## src/rtl/uart_wb_pkg.sv

```systemverilog
// Shared register offsets, STATUS/CTRL bit positions and TX FSM encoding
// for the Wishbone UART slave.
package uart_wb_pkg;

   localparam logic [1:0] REG_TXDATA = 2'd0;
   localparam logic [1:0] REG_RXDATA = 2'd1;
   localparam logic [1:0] REG_STATUS = 2'd2;
   localparam logic [1:0] REG_CTRL   = 2'd3;

   localparam int ST_RX_FULL  = 0;
   localparam int ST_TX_EMPTY = 1;
   localparam int ST_TX_FULL  = 2;
   localparam int ST_RX_OVF   = 3;
   localparam int ST_TX_OVF   = 4;

   localparam int CTRL_RX_IRQ = 0;
   localparam int CTRL_TX_IRQ = 1;

   typedef enum logic [1:0] {
      TX_IDLE      = 2'd0,
      TX_START     = 2'd1,
      TX_WAIT_BUSY = 2'd2,
      TX_WAIT_DONE = 2'd3
   } tx_state_e;

endpackage

```

## src/rtl/uart_slave_wb_if.sv

```systemverilog
// Wishbone B3 classic slave bus plus the event pulse returned to the master.
interface uart_slave_wb_if;

   logic [31:0] wbs_adr_i;
   logic [31:0] wbs_dat_i;
   logic [31:0] wbs_dat_o;
   logic        wbs_we_i;
   logic [3:0]  wbs_sel_i;
   logic        wbs_cyc_i;
   logic        wbs_stb_i;
   logic        wbs_ack_o;
   logic        wbs_done_pls_o;

   modport master (
      output wbs_adr_i, wbs_dat_i, wbs_we_i, wbs_sel_i, wbs_cyc_i, wbs_stb_i,
      input  wbs_dat_o, wbs_ack_o, wbs_done_pls_o
   );

   modport slave (
      input  wbs_adr_i, wbs_dat_i, wbs_we_i, wbs_sel_i, wbs_cyc_i, wbs_stb_i,
      output wbs_dat_o, wbs_ack_o, wbs_done_pls_o
   );

endinterface

```

## src/rtl/wb_sync_fifo.sv

```systemverilog
// Single-clock FIFO; push to full and pop from empty are ignored.
// Pointers wrap naturally because DEPTH is a power of two.
module wb_sync_fifo #(
   parameter int WIDTH = 8,
   parameter int DEPTH = 4,
   parameter int AW    = 2
) (
   input  logic             clk,
   input  logic             rst,
   input  logic             push,
   input  logic [WIDTH-1:0] din,
   input  logic             pop,
   output logic [WIDTH-1:0] dout,
   output logic             full,
   output logic             empty,
   output logic [AW:0]      count
);

   logic [WIDTH-1:0] mem_q [DEPTH];
   logic [AW-1:0]    wr_ptr_q, wr_ptr_d;
   logic [AW-1:0]    rd_ptr_q, rd_ptr_d;
   logic [AW:0]      count_q, count_d;
   logic             do_push, do_pop;

   always_comb begin
      full     = (count_q == (AW+1)'(DEPTH));
      empty    = (count_q == '0);
      do_push  = push & ~full;
      do_pop   = pop & ~empty;
      wr_ptr_d = wr_ptr_q + AW'(do_push);
      rd_ptr_d = rd_ptr_q + AW'(do_pop);
      count_d  = count_q + (AW+1)'(do_push) - (AW+1)'(do_pop);
      dout     = mem_q[rd_ptr_q];
      count    = count_q;
   end

   always_ff @(posedge clk or posedge rst) begin
      if (rst) begin
         wr_ptr_q <= '0;
         rd_ptr_q <= '0;
         count_q  <= '0;
      end else begin
         wr_ptr_q <= wr_ptr_d;
         rd_ptr_q <= rd_ptr_d;
         count_q  <= count_d;
      end
   end

   always_ff @(posedge clk) begin
      if (do_push) mem_q[wr_ptr_q] <= din;
   end

endmodule

```

## src/rtl/uart_slave_wb.sv

```systemverilog
// Wishbone slave register bank in front of a byte UART: TX FIFO + sender FSM,
// single-byte RX holding register, status/control and the master event pulse.
module uart_slave_wb
   import uart_wb_pkg::*;
#(
   parameter logic [31:0] ADDR_BASE = 32'h0000_1000,
   parameter int          TX_DEPTH  = 4,
   parameter int          TX_AW     = 2
) (
   input  logic            clk,
   input  logic            rst,
   uart_slave_wb_if.slave  wb,
   output logic [7:0]      tx_data_o,
   output logic            tx_start_o,
   input  logic            tx_busy_i,
   input  logic [7:0]      rx_data_i,
   input  logic            rx_valid_i
);

   logic        ack_q, ack_d;
   logic [31:0] dat_q, dat_d;
   logic        done_q, done_d;
   logic [7:0]  rx_byte_q, rx_byte_d;
   logic        rx_full_q, rx_full_d;
   logic        rx_ovf_q, rx_ovf_d;
   logic        tx_ovf_q, tx_ovf_d;
   logic [1:0]  ctrl_q, ctrl_d;
   logic [7:0]  tx_data_q, tx_data_d;
   tx_state_e   state_q, state_d;

   logic        req, hit, wr, rd, rx_pop, push_req, fifo_push, fifo_pop, drained;
   logic [1:0]  off;
   logic [31:0] status, rdata;
   logic        tx_full, tx_empty;
   logic [7:0]  fifo_head;
   logic [TX_AW:0] fifo_count;
   logic        unused_ok;

   wb_sync_fifo #(.WIDTH(8), .DEPTH(TX_DEPTH), .AW(TX_AW)) u_tx_fifo (
      .clk   (clk),
      .rst   (rst),
      .push  (fifo_push),
      .din   (wb.wbs_dat_i[7:0]),
      .pop   (fifo_pop),
      .dout  (fifo_head),
      .full  (tx_full),
      .empty (tx_empty),
      .count (fifo_count)
   );

   assign unused_ok = ^{wb.wbs_adr_i[1:0], wb.wbs_dat_i[31:8], wb.wbs_sel_i[3:1], fifo_count};

   // Bus decode; every side effect is qualified by req so it lands on the ack edge.
   always_comb begin
      req      = wb.wbs_cyc_i & wb.wbs_stb_i & ~ack_q;
      hit      = (wb.wbs_adr_i[31:4] == ADDR_BASE[31:4]);
      off      = wb.wbs_adr_i[3:2];
      wr       = req & wb.wbs_we_i & wb.wbs_sel_i[0] & hit;
      rd       = req & ~wb.wbs_we_i & hit;
      rx_pop   = rd & (off == REG_RXDATA);
      push_req = wr & (off == REG_TXDATA);
      fifo_push = push_req & ~tx_full;

      status              = '0;
      status[ST_RX_FULL]  = rx_full_q;
      status[ST_TX_EMPTY] = tx_empty;
      status[ST_TX_FULL]  = tx_full;
      status[ST_RX_OVF]   = rx_ovf_q;
      status[ST_TX_OVF]   = tx_ovf_q;

      unique case (off)
         REG_RXDATA: rdata = {24'b0, rx_byte_q};
         REG_STATUS: rdata = status;
         REG_CTRL:   rdata = {30'b0, ctrl_q};
         default:    rdata = '0;
      endcase

      ack_d = req;
      dat_d = rd ? rdata : '0;

      rx_byte_d = rx_valid_i ? rx_data_i : rx_byte_q;
      rx_full_d = rx_valid_i ? 1'b1 : (rx_pop ? 1'b0 : rx_full_q);

      // Clear-then-set so a coincident overrun is never lost.
      rx_ovf_d = rx_ovf_q;
      if (wr && off == REG_STATUS && wb.wbs_dat_i[ST_RX_OVF]) rx_ovf_d = 1'b0;
      if (rx_valid_i && rx_full_q && !rx_pop) rx_ovf_d = 1'b1;

      tx_ovf_d = tx_ovf_q;
      if (wr && off == REG_STATUS && wb.wbs_dat_i[ST_TX_OVF]) tx_ovf_d = 1'b0;
      if (push_req && tx_full) tx_ovf_d = 1'b1;

      ctrl_d = (wr && off == REG_CTRL) ? wb.wbs_dat_i[1:0] : ctrl_q;
   end

   always_comb begin
      state_d   = state_q;
      tx_data_d = tx_data_q;
      fifo_pop  = 1'b0;
      drained   = 1'b0;
      unique case (state_q)
         TX_IDLE: if (!tx_empty) begin
            tx_data_d = fifo_head;
            fifo_pop  = 1'b1;
            state_d   = TX_START;
         end
         TX_START:     state_d = TX_WAIT_BUSY;
         TX_WAIT_BUSY: if (tx_busy_i) state_d = TX_WAIT_DONE;
         TX_WAIT_DONE: if (!tx_busy_i) begin
            state_d = TX_IDLE;
            drained = tx_empty;
         end
         default:      state_d = TX_IDLE;
      endcase
      done_d = (rx_valid_i & ctrl_q[CTRL_RX_IRQ]) | (drained & ctrl_q[CTRL_TX_IRQ]);
   end

   always_ff @(posedge clk or posedge rst) begin
      if (rst) begin
         ack_q     <= 1'b0;
         dat_q     <= '0;
         done_q    <= 1'b0;
         rx_byte_q <= '0;
         rx_full_q <= 1'b0;
         rx_ovf_q  <= 1'b0;
         tx_ovf_q  <= 1'b0;
         ctrl_q    <= '0;
         tx_data_q <= '0;
         state_q   <= TX_IDLE;
      end else begin
         ack_q     <= ack_d;
         dat_q     <= dat_d;
         done_q    <= done_d;
         rx_byte_q <= rx_byte_d;
         rx_full_q <= rx_full_d;
         rx_ovf_q  <= rx_ovf_d;
         tx_ovf_q  <= tx_ovf_d;
         ctrl_q    <= ctrl_d;
         tx_data_q <= tx_data_d;
         state_q   <= state_d;
      end
   end

   assign wb.wbs_ack_o      = ack_q;
   assign wb.wbs_dat_o      = dat_q;
   assign wb.wbs_done_pls_o = done_q;
   assign tx_data_o         = tx_data_q;
   assign tx_start_o        = (state_q == TX_START);

endmodule

```

## src/flat_wrapper.sv

```systemverilog
// flat-port wrapper written by rule: the top's interface ports become plain ports
module uart_slave_wb_flat import uart_wb_pkg::*;
#(
   parameter logic [31:0] ADDR_BASE = 32'h0000_1000,
   parameter int          TX_DEPTH  = 4,
   parameter int          TX_AW     = 2
)
  (clk, rst, tx_data_o, tx_start_o, tx_busy_i, rx_data_i, rx_valid_i, wb_wbs_adr_i, wb_wbs_dat_i, wb_wbs_we_i, wb_wbs_sel_i, wb_wbs_cyc_i, wb_wbs_stb_i, wb_wbs_dat_o, wb_wbs_ack_o, wb_wbs_done_pls_o);
  uart_slave_wb_if wb_i ();
  input  logic clk;
  input  logic rst;
  output logic [7:0] tx_data_o;
  output logic tx_start_o;
  input  logic tx_busy_i;
  input  logic [7:0] rx_data_i;
  input  logic rx_valid_i;
  input wire logic [$bits(wb_i.wbs_adr_i)-1:0] wb_wbs_adr_i;
  input wire logic [$bits(wb_i.wbs_dat_i)-1:0] wb_wbs_dat_i;
  input wire logic [$bits(wb_i.wbs_we_i)-1:0] wb_wbs_we_i;
  input wire logic [$bits(wb_i.wbs_sel_i)-1:0] wb_wbs_sel_i;
  input wire logic [$bits(wb_i.wbs_cyc_i)-1:0] wb_wbs_cyc_i;
  input wire logic [$bits(wb_i.wbs_stb_i)-1:0] wb_wbs_stb_i;
  output wire logic [$bits(wb_i.wbs_dat_o)-1:0] wb_wbs_dat_o;
  output wire logic [$bits(wb_i.wbs_ack_o)-1:0] wb_wbs_ack_o;
  output wire logic [$bits(wb_i.wbs_done_pls_o)-1:0] wb_wbs_done_pls_o;
  assign wb_i.wbs_adr_i = wb_wbs_adr_i;
  assign wb_i.wbs_dat_i = wb_wbs_dat_i;
  assign wb_i.wbs_we_i = wb_wbs_we_i;
  assign wb_i.wbs_sel_i = wb_wbs_sel_i;
  assign wb_i.wbs_cyc_i = wb_wbs_cyc_i;
  assign wb_i.wbs_stb_i = wb_wbs_stb_i;
  assign wb_wbs_dat_o = wb_i.wbs_dat_o;
  assign wb_wbs_ack_o = wb_i.wbs_ack_o;
  assign wb_wbs_done_pls_o = wb_i.wbs_done_pls_o;
  uart_slave_wb #(.ADDR_BASE(ADDR_BASE), .TX_DEPTH(TX_DEPTH), .TX_AW(TX_AW)) u_core (.clk(clk), .rst(rst), .wb(wb_i), .tx_data_o(tx_data_o), .tx_start_o(tx_start_o), .tx_busy_i(tx_busy_i), .rx_data_i(rx_data_i), .rx_valid_i(rx_valid_i));
endmodule
```

## config.mk

```make
export PLATFORM = sky130hd
export DESIGN_NAME = uart_slave_wb_flat
export DESIGN_NICKNAME = d
export VERILOG_FILES = /design/src/rtl/uart_wb_pkg.sv /design/src/rtl/uart_slave_wb_if.sv /design/src/rtl/wb_sync_fifo.sv /design/src/rtl/uart_slave_wb.sv /design/src/flat_wrapper.sv
export SDC_FILE = /design/constraint.sdc
export NUM_CORES = 1
export LEC_CHECK = 0
export ABC_AREA = 1
export CAP_MARGIN = 20
export CORE_ASPECT_RATIO = 0.75
export CORE_UTILIZATION = 45
export CTS_BUF_LIST = sky130_fd_sc_hd__clkbuf_2
export CTS_CLUSTER_SIZE = 25
export DETAILED_ROUTE_END_ITERATION = 7
export PLACE_DENSITY = 0.82
export SETUP_SLACK_MARGIN = 0.4
export SYNTH_ARGS = -nofsm -noshare
export SYNTH_HDL_FRONTEND = slang
export SYNTH_SLANG_ARGS = --single-unit
export TNS_END_PERCENT = 10
```

## constraint.sdc

```tcl
create_clock -name clk -period 2.6 [get_ports clk]
set_input_delay 0.52 -clock clk [delete_from_list [all_inputs] [get_ports clk]]
set_output_delay 0.52 -clock clk [all_outputs]
set_load 0.05 [all_outputs]
```

==> results of run 1 <==
## sequential cells by signal, indices dropped and copies added, names as in the netlist
signal / count
u_core.wb.wbs_done_pls_o: 1
u_core.u_tx_fifo.count: 3
u_core.tx_ovf_q: 1
u_core.wb.wbs_dat_o: 8
u_core.rx_byte_q: 8
u_core.state_q: 2
u_core.u_tx_fifo.wr_ptr_q: 2
u_core.wb.wbs_ack_o: 1
u_core.tx_data_o: 8
u_core.rx_full_q: 1
u_core.u_tx_fifo.mem_q: 32
u_core.u_tx_fifo.rd_ptr_q: 2
u_core.ctrl_q: 2
u_core.rx_ovf_q: 1
## area by class of cell
class                      count  area [sq um]
clock buffer                  11          55.1
clock inverter                 5          48.8
fill                         547          2650
inverter                      29           109
multi-input combinational    211          1130
sequential                    72          1960
tap                           98           123
timing repair buffer          88           856
## what timing repair did
| item | CTS | global route |
|---|---|---|
| pin swaps | 0 | 13 |
| hold endpoints to repair | 0 | 0 |
| endpoints found under the setup margin | 21 | 22 |
| gates resized for setup | 4 | 15 |
| buffers inserted | 0 | 3 |
## per-layer routing
layer | vias to the layer above | wire length, microns
met4 | 0 | 88
met3 | 12 | 414
li1 | 1175 | -
met1 | 1094 | 2720
met2 | 72 | 3380
met5 | - | 0
## Yosys cell counts, types with 4 or more instances
master    instances
buf_2             4
inv_1            29
nor2_1           66
nand2_1          41
buf_4            24
dfrtp_1          40
o21ai_1           4
nor3_1            5
edfxtp_1         32
ha_1              9
o21ai_0          23
a31oi_1           9
## worst max-delay path by stage
stage | startpoint | slack, ns | cells after the start | to
finish | u_core.tx_data_o[1] | 0.37 | 1 | tx_data_o[1]
global route | u_core.tx_data_o[7] | 0.28 | 1 | tx_data_o[7]
CTS | u_core.tx_data_o[1] | 0.32 | 1 | tx_data_o[1]
detailed placement | wb_wbs_adr_i[12] | -0.18 | 14 | u_core.u_tx_fifo.count[2]
global placement | wb_wbs_adr_i[12] | -0.1 | 14 | u_core.u_tx_fifo.count[2]
floorplan | wb_wbs_adr_i[12] | 0.33 | 13 | u_core.u_tx_fifo.count[2]
## logic make-up after synthesis
| logic type | Yosys count | share of synthesized area |
|---|---|---|
| DFF | 72 | 0.597 |
| xor gates and xnor gates | 3 | 0.00800 |
| adders and majority gates | 10 | 0.0404 |
| and+or+nand+nor | 132 | 0.187 |
| other | 1 | 0.00114 |
| AOI/OAI and AO/OA | 41 | 0.0670 |
| muxes | 1 | 0.00305 |
| buffers and inverters | 59 | 0.0967 |
## power groups by stage
stage                     Sequential (mW)  Clock [mW]  Combinational (mW)
after global placement               1.26           0               0.376
after detailed placement             1.26           0               0.393
final                                1.24       0.587               0.388
after global routing                 1.24       0.651               0.431
after floorplan                      1.26           0               0.275
after CTS                            1.24       0.608               0.392
## metrics by stage
stage	hold WS (ns)	setup WS, ns
2_1_floorplan	0.442	0.326
3_3_place_gp	0.458	-0.0971
3_5_place_dp	0.468	-0.179
4_1_cts	0.399	0.318
5_1_grt	0.411	0.282
6_report	0.404	0.365
==> metrics.cfg, run 1 <==
[synth]
syn-cell-area_sq_um=3290
synthesis.instances=319
yosysSeqAreaShare=0.597
synth-async-reset-ratio=0.556
synth.area.top_cells=dfrtp_1, edfxtp_1, nor2_1
synth_top_area_frac=0.305
synth.largest_area_cell=dfrtp_1
postSynthAreaPerCell_sq_um=10.3
synth_warnings=0
synth.distinct_cells=33
synth_edf_count=32
synthFlopType=dfrtp_1
ys_ff_latch=72

[global_routing]
overflow=0
antenna_found_initial=0
grt_max_degree=41
grt_pass1_vias=2409
top_usage_layer=met2
use_met3=0.0651
grt_pass1_wl_microns=11000
use_met2=0.322
grt_usage=0.190
grtUsageMet1=0.225

[floorplan]
dieWidth_microns=101
die_area_sq_um=7650
initial_utilization=0.474
rows=26
die_y_microns=76.0
io_pins=126
coreArea_sq_um=6930

[worst_hold_path]
hp-class=in -> async

[pwr]
pwr-share-seq=0.559
p_leak_nw=1.99
p_clk_frac=0.265
power_density_nw_per_um2=516
pwr-share-comb=0.176
internal_power_mw=1.59
switching_share=0.283
p_total_mw=2.21
irDropWorstVdd_mv=0.200
p_sw_mw=0.626

[routing]
wl_microns=6600
post_drt_wl_per_cell_microns=12.8
via_count=2353
route.detailed.drc=0
via_per_inst=4.58
first_iter_violations=113
ant_nets=0
first_pass_iters=4

[cells_and_area]
final_core_util=0.618
final_cells=514
area_growth_syn_to_layout_pct=30.3
nets=504
drive_gt1_frac=0.132
design_area_sq_um=4280
layout_common_cells=clkdlybuf4s50_1, nor2_1, nand2_1, dfrtp_1, edfxtp_1
layout.cells.most_common=clkdlybuf4s50_1
diodes=0

[clocking]
path_clk_slew_ns=0.19
cts.sinks=72
tritoncts=built
root_buffer=clkbuf_2
ctsHtreeMaxLevel=3
cts_buffers=9
cts.hold.buffers_added=0
insertion_delay_ns=0.51
clk_path_buf_depth=2

[place]
placed_area_sq_um=4120
place_congestion=0.758
dp_hpwl_microns=4750
dpl.cell_count=495
placement.io_buffers=72

[sta]
clock.fmax_mhz=447
skew_ns=0.0248
hold_viol=0
slew_violations=0
relSlewSlack=0.582
final.period_utilization=0.859
setup_tns_ns=0
setup-violations-final=0
layout_min_cycle_time_ns=2.23
rsz0062_at_grt=yes
tightest_slew_ns=0.627

[worst_setup_path]
critPathSlowestCell=clkdlybuf4s50_1
critical_path_class=reg -> out
critPathMaxFanout=2
reg2reg_from=u_core.u_tx_fifo.count[1]
arrival_ns=1.71
critPathTopFamily=buffers and inverters
critPathBufInv=1
r2r_slack_ns=0.39
rr_worst_depth=10
worstPathCellList=clkdlybuf4s50_1
critPathCaptureType=output pin
cpPeakStageDelay_ns=0.81
cp_data_required_time_ns=2.08
r2r-end=u_core.u_tx_fifo.count[2]
startpoint_type=flip-flop

[run_status]
status=completed

[run]
drv_cap=0

No activity file was read; power rests on OpenSTA's default activity.
==> run 2, diff against run 1 <==
--- a/config.mk
+++ b/config.mk
@@ -14,6 +14,7 @@
 export DETAILED_ROUTE_END_ITERATION = 7
 export PLACE_DENSITY = 0.82
 export SETUP_SLACK_MARGIN = 0.4
+export SLEW_MARGIN = 20
 export SYNTH_ARGS = -nofsm -noshare
 export SYNTH_HDL_FRONTEND = slang
 export SYNTH_SLANG_ARGS = --single-unit
==> results of run 2 <==
The final DEF is identical to that of run 1; final timing and power are the same.
==> run 3, diff against run 2 <==
==> constraint.sdc (replaced) <==
create_clock -name clk -period 2.6 [get_ports clk]
set_input_delay 0.52 -clock clk [delete_from_list [all_inputs] [get_ports clk]]
set_output_delay 0.52 -clock clk [all_outputs]
set_load 0.01 [all_outputs]
==> run 3 against run 2 <==
  * Sequential power barely moved
  * Worst setup slack improved by 0.060 ns
  * Die area did not move
  * Maximum frequency rose by 2.8%
  * Utilization rose by 0.054 points
  * First-iteration DRC count fell by 1.8%
  * Largest power group unchanged
  * Register-to-register slack improved by 0.04 ns
  * Non-clock buffer count rose by 1
  * Sequential share of layout area barely moved
==> metrics.cfg, run 3 (synthesis gave the netlist of run 1 again) <==
[worst_setup_path]
critPathMaxFanout=4  ; was 2
cp_data_required_time_ns=3.03  ; was 2.08 ns
arrival_ns=2.61  ; was 1.71 ns
critPathCaptureType=flip-flop  ; was output pin
critical_path_class=reg -> reg  ; was reg -> out
startpoint_type=flip-flop  ; unchanged
startpoint=u_core.u_tx_fifo.count[1]  ; was u_core.tx_data_o[1]
reg2reg_from=u_core.u_tx_fifo.count[1]  ; unchanged

[pwr]
pwr-share-seq=0.579  ; was 0.559
irDropWorstVdd_mv=0.200  ; about the same
p_sw_mw=0.543  ; was 0.626 mW
p_clk_frac=0.276  ; was 0.265
p_total_mw=2.13  ; was 2.21 mW
switching_share=0.254  ; was 0.283
pwr-share-comb=0.146  ; was 0.176
internal_power_mw=1.59  ; about the same
power_density_nw_per_um2=498  ; was 516 nW/um^2
p_leak_nw=1.95  ; was 1.99 nW

[cells_and_area]
drive_gt1_frac=0.137  ; was 0.132
layout_common_cells=clkdlybuf4s50_1, nor2_1, nand2_1, dfrtp_1, edfxtp_1  ; unchanged
nets=505  ; was 504
seqCellArea_sq_um=1960  ; unchanged
fillers=551  ; was 547
largest_reg_flops=32  ; unchanged
top_register=u_core.u_tx_fifo.mem_q  ; unchanged
area_growth_syn_to_layout_pct=30.4  ; was 30.3%
diodes=0  ; unchanged
multi_input_area_sq_um=1140  ; was 1130 sq um
final_core_util=0.619  ; was 0.618
layout.cells.most_common=clkdlybuf4s50_1  ; unchanged

[run_status]
status=completed  ; unchanged

[clocking]
insertion_delay_ns=0.52  ; was 0.51 ns
root_buffer=clkbuf_2  ; unchanged
cts.sinks=72  ; unchanged
cts.hold.buffers_added=0  ; unchanged
tritoncts=built  ; unchanged
cts_buffers=9  ; unchanged
clk_path_buf_depth=2  ; unchanged
path_clk_slew_ns=0.19  ; about the same
ctsHtreeMaxLevel=3  ; unchanged

[routing]
via_count=2356  ; was 2,353
ant_nets=0  ; unchanged
first_iter_violations=111  ; was 113
wl_microns=6610  ; was 6600 microns
post_drt_wl_per_cell_microns=12.8  ; about the same
via_per_inst=4.57  ; was 4.58
first_pass_iters=4  ; unchanged
route.detailed.drc=0  ; unchanged

[floorplan]
io_pins=126  ; unchanged
dieWidth_microns=101  ; unchanged
die_y_microns=76.0  ; unchanged
rows=26  ; unchanged
die_area_sq_um=7650  ; unchanged
coreArea_sq_um=6930  ; unchanged
initial_utilization=0.474  ; unchanged

[sta]
hold_viol=0  ; unchanged
final.period_utilization=0.836  ; was 0.859
slew_violations=0  ; unchanged
setup_slack_ns=0.426  ; was 0.365 ns
layout_min_cycle_time_ns=2.17  ; was 2.23 ns
clock.fmax_mhz=460  ; was 447 MHz
tightest_slew_ns=0.599  ; was 0.627 ns
hold_slack_ns=0.404  ; about the same
relSlewSlack=0.601  ; was 0.582
rsz0062_at_grt=yes  ; unchanged
setup-violations-final=0  ; unchanged
setup_tns_ns=0  ; unchanged
skew_ns=0.0307  ; was 0.0248 ns

[place]
placement.io_buffers=72  ; unchanged
place_ws_ns=-0.179  ; unchanged
place_congestion=0.758  ; unchanged
dp_hpwl_microns=4750  ; unchanged

[global_routing]
grt_usage=0.190  ; about the same
overflow=0  ; unchanged
grt_pass1_wl_microns=11000  ; about the same
antenna_found_initial=0  ; unchanged
grt_max_degree=41  ; unchanged
grt_pass1_vias=2416  ; was 2,409

[run]
drv_cap=0  ; unchanged

[worst_hold_path]
hp-class=in -> async  ; unchanged

-- run 3: cell count changes in the layout (fill, tap and decap cells not counted) --
cell,previous run,this run
fa_1,1,0
nor3_2,1,2
nor3_1,5,4
buf_4,16,17
fa_2,0,1
clkdlybuf4s15_2,1,0
dlymetal6s2s_1,6,2
clkdlybuf4s50_1,64,69
-- run 3: layout make-up --
| class | count | share of cell area |
|---|---|---|
| sequential | 72 | 0.458 |
| multi-input combinational | 211 | 0.265 |
| timing repair buffer | 89 | 0.199 |
| tap | 98 | 0.0286 |
| inverter | 29 | 0.0254 |
| clock buffer | 11 | 0.0128 |
| clock inverter | 5 | 0.0114 |
-- run 3: worst paths after layout --
path,cells after the start,endpoint,slack [ns]
max,10,u_core.u_tx_fifo.count[1],0.43
min,3,u_core.wb.wbs_dat_o[4],0.40
max reg2reg,10,u_core.u_tx_fifo.count[1],0.43
min reg2reg,2,u_core.wb.wbs_dat_o[5],0.51
max in group asynchronous,3,u_core.u_tx_fifo.rd_ptr_q[1],1.82
min in group clk,2,u_core.wb.wbs_dat_o[5],0.51
-- run 3: power by group through the flow --
stage	Combinational (mW)	Clock [mW]	Sequential (mW)
after floorplan	0.188	0	1.26
after global placement	0.287	0	1.26
after detailed placement	0.305	0	1.26
after CTS	0.314	0.608	1.23
after global routing	0.356	0.651	1.24
final	0.311	0.589	1.24
-- run 3: layer usage --
metal | track usage | vias up | part of all wire
li1 | - | 1179 | -
met1 | 0.225 | 1082 | 0.40
met2 | 0.323 | 83 | 0.51
met3 | 0.0651 | 12 | 0.073
met4 | 0.0638 | 0 | 0.012
met5 | 0 | - | 0
-- run 3: timing repair --
| item | in CTS | in global routing |
|---|---|---|
| setup endpoints to repair | 3 | 4 |
| resized for setup | 1 | 13 |
| setup buffers | 1 | 3 |
| pin swaps | 0 | 13 |
-- run 3: per-stage QoR --
| stage | cell area, sq um | std cells |
|---|---|---|
| floorplan | 3390 | 342 |
| global placement | 4120 | 495 |
| detailed placement | 4120 | 495 |
| CTS | 4230 | 512 |
| global route | 4290 | 515 |
| finish | 4290 | 515 |
-- run 3: worst max-delay path, stage by stage (launching register included) --
cell     delay, ns
dfrtp_2       0.46
or2_1         0.28
nor2_2        0.17
inv_1         0.09
nand4_4       0.12
ha_4          0.21
inv_2         0.06
ha_4          0.12
inv_2         0.04
fa_2          0.53
inv_1         0.04
